## src/rtl/byte_lane_loader.sv

```systemverilog
// byte_lane_loader: packs a valid/ready byte stream into LANES byte lanes.
// It presents the completed lane set with a frame-valid flag and holds it until
// the downstream stage acknowledges it. Short and over-long frames are normalised
// and flagged.
//
// Ports
//   clk_i        : clock, rising edge
//   rst_n        : asynchronous active-low reset
//   in_valid_i   : input byte valid
//   in_data_i    : input byte
//   in_last_i    : final byte of frame (qualified by in_valid_i)
//   in_ready_o   : loader can accept a byte (registered, state only)
//   lanes_o      : lane k at bits [k*DW +: DW]
//   lanes_vld_o  : lanes_o holds a complete frame
//   lanes_rdy_i  : downstream consumes the frame
//   frame_len_o  : real bytes in the held frame (1..LANES)
//   err_short_o  : held frame ended before LANES bytes
//   err_long_o   : held frame exceeded LANES bytes; excess discarded
module byte_lane_loader #(
  parameter  int unsigned LANES = 26,
  parameter  int unsigned DW    = 8,
  localparam int unsigned CW    = $clog2(LANES + 1)
) (
  input  logic                  clk_i,
  input  logic                  rst_n,
  input  logic                  in_valid_i,
  input  logic [DW-1:0]         in_data_i,
  input  logic                  in_last_i,
  output logic                  in_ready_o,
  output logic [LANES*DW-1:0]   lanes_o,
  output logic                  lanes_vld_o,
  input  logic                  lanes_rdy_i,
  output logic [CW-1:0]         frame_len_o,
  output logic                  err_short_o,
  output logic                  err_long_o
);

  localparam int unsigned LW = LANES * DW;
  localparam logic [CW-1:0] LAST_IDX = CW'(LANES - 1);
  localparam logic [CW-1:0] FULL_LEN = CW'(LANES);

  typedef enum logic [1:0] {
    FILL  = 2'd0,
    DRAIN = 2'd1,
    HOLD  = 2'd2
  } state_t;

  state_t          r_state;
  state_t          w_state_nxt;
  logic [LW-1:0]   r_lanes;
  logic [LW-1:0]   w_lanes_nxt;
  logic [CW-1:0]   r_cnt;
  logic [CW-1:0]   w_cnt_nxt;
  logic [CW-1:0]   r_len;
  logic [CW-1:0]   w_len_nxt;
  logic            r_short;
  logic            w_short_nxt;
  logic            r_long;
  logic            w_long_nxt;
  logic            r_pend_long;
  logic            w_pend_long_nxt;
  logic            r_in_ready;
  logic            r_vld;
  logic            w_accept;

  // in_ready_o is registered, so an accept depends only on the current state.
  assign w_accept = in_valid_i & r_in_ready;

  // State and datapath registers.
  always_ff @(posedge clk_i or negedge rst_n) begin
    if (!rst_n) begin
      r_state     <= FILL;
      r_lanes     <= '0;
      r_cnt       <= '0;
      r_len       <= '0;
      r_short     <= 1'b0;
      r_long      <= 1'b0;
      r_pend_long <= 1'b0;
      r_in_ready  <= 1'b1;
      r_vld       <= 1'b0;
    end else begin
      r_state     <= w_state_nxt;
      r_lanes     <= w_lanes_nxt;
      r_cnt       <= w_cnt_nxt;
      r_len       <= w_len_nxt;
      r_short     <= w_short_nxt;
      r_long      <= w_long_nxt;
      r_pend_long <= w_pend_long_nxt;
      // Handshake outputs are decoded from the next state.
      // They are registered, so they have no combinational path from the inputs.
      r_in_ready  <= (w_state_nxt != HOLD);
      r_vld       <= (w_state_nxt == HOLD);
    end
  end

  // Next-state and datapath update.
  always_comb begin
    w_state_nxt     = r_state;
    w_lanes_nxt     = r_lanes;
    w_cnt_nxt       = r_cnt;
    w_len_nxt       = r_len;
    w_short_nxt     = r_short;
    w_long_nxt      = r_long;
    w_pend_long_nxt = r_pend_long;

    case (r_state)
      FILL: begin
        if (w_accept) begin
          for (int unsigned k = 0; k < LANES; k++) begin
            if (r_cnt == CW'(k)) begin
              w_lanes_nxt[k*DW +: DW] = in_data_i;
            end
          end
          w_cnt_nxt = CW'(r_cnt + 1'b1);
          if (in_last_i) begin
            w_state_nxt = HOLD;
            w_len_nxt   = CW'(r_cnt + 1'b1);
            // cnt+1 < LANES  <=>  cnt < LANES-1
            w_short_nxt = (r_cnt < LAST_IDX);
          end else if (r_cnt == LAST_IDX) begin
            w_state_nxt = DRAIN;
            w_len_nxt   = FULL_LEN;
          end
        end
      end

      DRAIN: begin
        // Excess bytes are swallowed; lanes are left untouched.
        if (w_accept) begin
          w_pend_long_nxt = 1'b1;
          if (in_last_i) begin
            w_state_nxt = HOLD;
            w_long_nxt  = w_pend_long_nxt;
          end
        end
      end

      HOLD: begin
        // Release clears lanes so that a short next frame reads zeros in its unused lanes.
        if (lanes_rdy_i) begin
          w_state_nxt     = FILL;
          w_lanes_nxt     = '0;
          w_cnt_nxt       = '0;
          w_len_nxt       = '0;
          w_short_nxt     = 1'b0;
          w_long_nxt      = 1'b0;
          w_pend_long_nxt = 1'b0;
        end
      end

      default: begin
        w_state_nxt = FILL;
      end
    endcase
  end

  assign in_ready_o  = r_in_ready;
  assign lanes_o     = r_lanes;
  assign lanes_vld_o = r_vld;
  assign frame_len_o = r_len;
  assign err_short_o = r_short;
  assign err_long_o  = r_long;

endmodule

```

## config.mk

```make
export PLATFORM = sky130hd
export DESIGN_NAME = byte_lane_loader
export DESIGN_NICKNAME = d
export VERILOG_FILES = /design/src/rtl/byte_lane_loader.sv
export SDC_FILE = /design/constraint.sdc
export NUM_CORES = 1
export LEC_CHECK = 0
export CAP_MARGIN = 20
export CORE_ASPECT_RATIO = 0.8
export CORE_MARGIN = 10
export CORE_UTILIZATION = 53
export CTS_CLUSTER_SIZE = 40
export DETAILED_ROUTE_END_ITERATION = 7
export PLACE_DENSITY = 0.91
export SKIP_LAST_GASP = 1
export SYNTH_ARGS = -nofsm -noshare
export SYNTH_HDL_FRONTEND = slang
export SYNTH_SLANG_ARGS = --single-unit
```

## constraint.sdc

```tcl
create_clock -name clk_i -period 5.4 [get_ports clk_i]
set_input_delay 0.81 -clock clk_i [delete_from_list [all_inputs] [get_ports clk_i]]
set_output_delay 0.81 -clock clk_i [all_outputs]
set_load 0.02 [all_outputs]
```

==> flow_metrics.py <==
metrics = {
    "power_and_ir_drop": {
        "ir_drop_v": 0.0004133,
        "power_leakage_nw": 5.292,
        "p_per_area_nw_per_um2": 671.7,
    },
    "drt": {
        "drt_iter0_drc": 742,
        "wl_mm": 27.26,
        "num_vias": 7182,
        "drc": 0,
        "wire_per_inst_um": 21.46,
        "firstDrtPassIters": 7,
        "routed_via_density": 5.655,
        "ant_nets": 0,
    },
    "cts": {
        "tritoncts": "done",
        "cts_resized": 0,
        "post-cts-setup-buffers": 0,
        "clock_sinks": 224,
        "cts_made_buffers": 22,
        "clk_pin_slew_ns": 0.07,
        "insertion_delay_ns": 0.50,
        "cts_buffer_depth": 3,
        "cts_hold_buf": 0,
        "root_buffer": "clkbuf_16",
        "cts_max_level": 1,
    },
    "die": {
        "io_pins": 230,
        "coreArea_um2": 16760,
        "initial_utilization": 0.5464,
        "row_count": 42,
        "dieArea_um2": 22970,
        "die_y_um": 137.6,
        "die_w_um": 167.0,
    },
    "global_routing": {
        "gr-total-overflow": 0,
        "track_usage": 0.2271,
        "antenna_found_initial": 0,
        "grt_max_degree": 115,
        "grt_pass1_vias": 7092,
        "grt_pass1_wl_mm": 41.95,
    },
    "critical_path": {
        "critPathLaunchType": "flip-flop",
        "critPathArrivalTime_ns": 3.30,
        "crit_type": "reg2reg",
        "crit_fanout": 28,
        "crit_path_end_kind": "flip-flop",
        "crit_required_ns": 5.77,
    },
    "layout": {
        "diodes": 0,
        "layout.cells.non_filler": 1270,
        "area_growth_syn_to_layout_pct": 31.89,
        "layout.nets": 1052,
        "drive_gt1_frac": 0.08571,
    },
    "yosys": {
        "syn-num-nets": 854,
        "synth_warnings": 0,
        "yosysUniqueCellTypes": 43,
        "ys_seq_area_frac": 0.6122,
        "syn_inst": 836,
        "synth_area_per_cell_um2": 10.96,
        "synth_area_um2": 9159,
        "ys_ff_latch": 224,
    },
    "placed_design": {
        "place_congestion": 0.8001,
        "place_hpwl_mm": 17.82,
        "portBuffers": 229,
        "placed_cells": 1225,
    },
    "sta": {
        "max_slew_margin": 0.2455,
        "finalClockSkew_ns": 0.009616,
        "layout_min_cycle_time_ns": 2.920,
        "timing.fmax_mhz": 342.4,
        "period_share": 0.5408,
        "worst_pin_slew_ns": 1.129,
        "setup_violations": 0,
        "rsz0062_at_grt": "false",
        "tns_ns": 0,
        "finalHoldViolCount": 0,
        "finalMaxSlewViolations": 0,
    },
    "run_status": {
        "outcome": "finished, final reports clean",
    },
    "flow_run": {
        "drv_cap": 0,
    },
    "hold_path": {
        "hold_path.class": "in2async",
    },
}
-- flip-flops by register name (all words and copies together), names as in the netlist --
name,cells
err_long_o,1
err_short_o,1
frame_len_o,5
in_ready_o,1
lanes_o,208
lanes_vld_o,1
r_cnt,5
r_state,2
-- synthesized netlist by cell type --
| cell | count | share of area |
|---|---|---|
| o2bb2ai_1 | 1 | 0.00096 |
| o22ai_4 | 21 | 0.046 |
| o21ai_0 | 202 | 0.11 |
| nor2b_1 | 1 | 0.00068 |
| o22ai_2 | 3 | 0.0041 |
| buf_2 | 3 | 0.0016 |
| a22o_1 | 1 | 0.00096 |
| a21o_1 | 1 | 0.00082 |
| nor4b_1 | 2 | 0.0019 |
| buf_1 | 1 | 0.00041 |
| buf_6 | 21 | 0.026 |
| nor4bb_1 | 1 | 0.0011 |
| dfstp_2 | 1 | 0.0029 |
| a311oi_1 | 1 | 0.00096 |
| nand4_1 | 1 | 0.00068 |
| mux2_2 | 4 | 0.0049 |
| o21ai_1 | 12 | 0.0066 |
| buf_8 | 1 | 0.0016 |
| a21oi_1 | 7 | 0.0038 |
| nor4b_2 | 2 | 0.0033 |
| nand2b_1 | 1 | 0.00068 |
| and3_1 | 1 | 0.00068 |
| inv_1 | 22 | 0.0090 |
| and2_1 | 1 | 0.00068 |
| clkbuf_1 | 24 | 0.0098 |
| ha_1 | 5 | 0.0068 |
| nor2_1 | 2 | 0.00082 |
| a31oi_1 | 2 | 0.0014 |
| nand3b_1 | 1 | 0.00082 |
| dfrtp_1 | 223 | 0.61 |
| nand3_1 | 18 | 0.0098 |
| a21o_2 | 1 | 0.00096 |
| xor2_1 | 2 | 0.0019 |
| or3_1 | 1 | 0.00068 |
| or2_1 | 1 | 0.00068 |
| or2_4 | 1 | 0.00096 |
| nand4b_1 | 2 | 0.0019 |
| nand2_1 | 205 | 0.084 |
| and3b_1 | 1 | 0.00096 |
| buf_4 | 13 | 0.011 |
| and4b_1 | 9 | 0.0098 |
| and4bb_2 | 12 | 0.016 |
| a21oi_4 | 1 | 0.0018 |
-- per-layer routing --
metal  track usage  wire length, µm
met5             0                0
met4       0.04576              469
met3       0.08542             2905
met2        0.3654            12900
met1        0.2902            10980
-- logic make-up after synthesis --
| group | count (synthesis) | synth area share |
|---|---|---|
| DFF | 224 | 0.6122 |
| adders and majority gates | 5 | 0.006831 |
| and+or+nand+nor | 263 | 0.1366 |
| xor gates and xnor gates | 2 | 0.001913 |
| buffers and inverters | 85 | 0.05902 |
| muxes | 4 | 0.004918 |
| AOI/OAI and AO/OA | 253 | 0.1786 |
-- cells in the final DEF, fill, tap and decap left out, types with 2 or more instances in the layout --
cell	instances
a21oi_1	7
a31oi_1	2
and4b_1	9
and4bb_2	11
buf_12	2
buf_4	2
buf_8	4
clkbuf_1	7
clkbuf_16	23
clkbuf_8	5
clkdlybuf4s50_1	228
clkinv_2	6
dfrtp_1	223
ha_1	5
inv_1	22
mux2_2	4
nand2_1	205
nand3_1	18
nand4b_1	2
nor2_1	2
nor4b_1	2
nor4b_2	2
o21ai_0	202
o21ai_1	12
o22ai_2	3
o22ai_4	21
xor2_1	2
-- area by class of cell --
type / instances / area [µm²]
Sequential cell: 224 / 5607
Inverter: 22 / 82.58
Multi-Input combinational cell: 527 / 3017
Timing Repair Buffer: 237 / 2411
Tap cell: 220 / 275.3
Clock inverter: 6 / 30.03
Fill cell: 1153 / 4684
Clock buffer: 34 / 656.9
-- metrics by stage --
stage / power, mW / hold slack (ns) / setup slack, ns / cell area [µm²] / utilization
3_5_place_dp: 6.647 / 0.4691 / 2.381 / 11310 / 0.6748
3_3_place_gp: 6.482 / 0.4604 / 2.468 / 11310 / 0.6748
5_1_grt: 8.542 / 0.4787 / 2.315 / 12080 / 0.7206
2_1_floorplan: 4.668 / 0.5031 / 3.345 / 9159 / -
4_1_cts: 8.154 / 0.4448 / 2.517 / 12000 / 0.7158
6_report: 8.114 / 0.4171 / 2.480 / 12080 / 0.7206
-- report_power, final --
part	switching [mW]	internal (mW)	leakage (nW)	total [mW]
logic	2.09	1.62	2.09	3.71
clock network	0.623	0.837	0.344	1.46
registers	0.505	2.44	2.86	2.94
total	3.22	4.90	5.29	8.11
-- critical path, stage by stage, from the launching register on --
cell	delay (ns)
dfrtp_1	0.50
nand2b_1	0.82
nand2_1	0.95
o21ai_0	0.51
-- final timing paths --
check                                         from                        to  slack (ns)  cells past startpoint
hold / removal                               rst_n  lanes_o[158]$_DFFE_PN0P_        0.42                      1
min in group clk_i         lanes_o[38]$_DFFE_PN0P_   lanes_o[38]$_DFFE_PN0P_        0.48                      2
setup reg to reg              r_state[0]$_DFF_PN0_  lanes_o[167]$_DFFE_PN0P_        2.48                      3
max in group asynchronous                    rst_n  lanes_o[196]$_DFFE_PN0P_        3.88                      2
hold reg to reg            lanes_o[38]$_DFFE_PN0P_   lanes_o[38]$_DFFE_PN0P_        0.48                      2
setup / recovery              r_state[0]$_DFF_PN0_  lanes_o[167]$_DFFE_PN0P_        2.48                      3
Note: power is estimated with default switching activity, not from simulation.
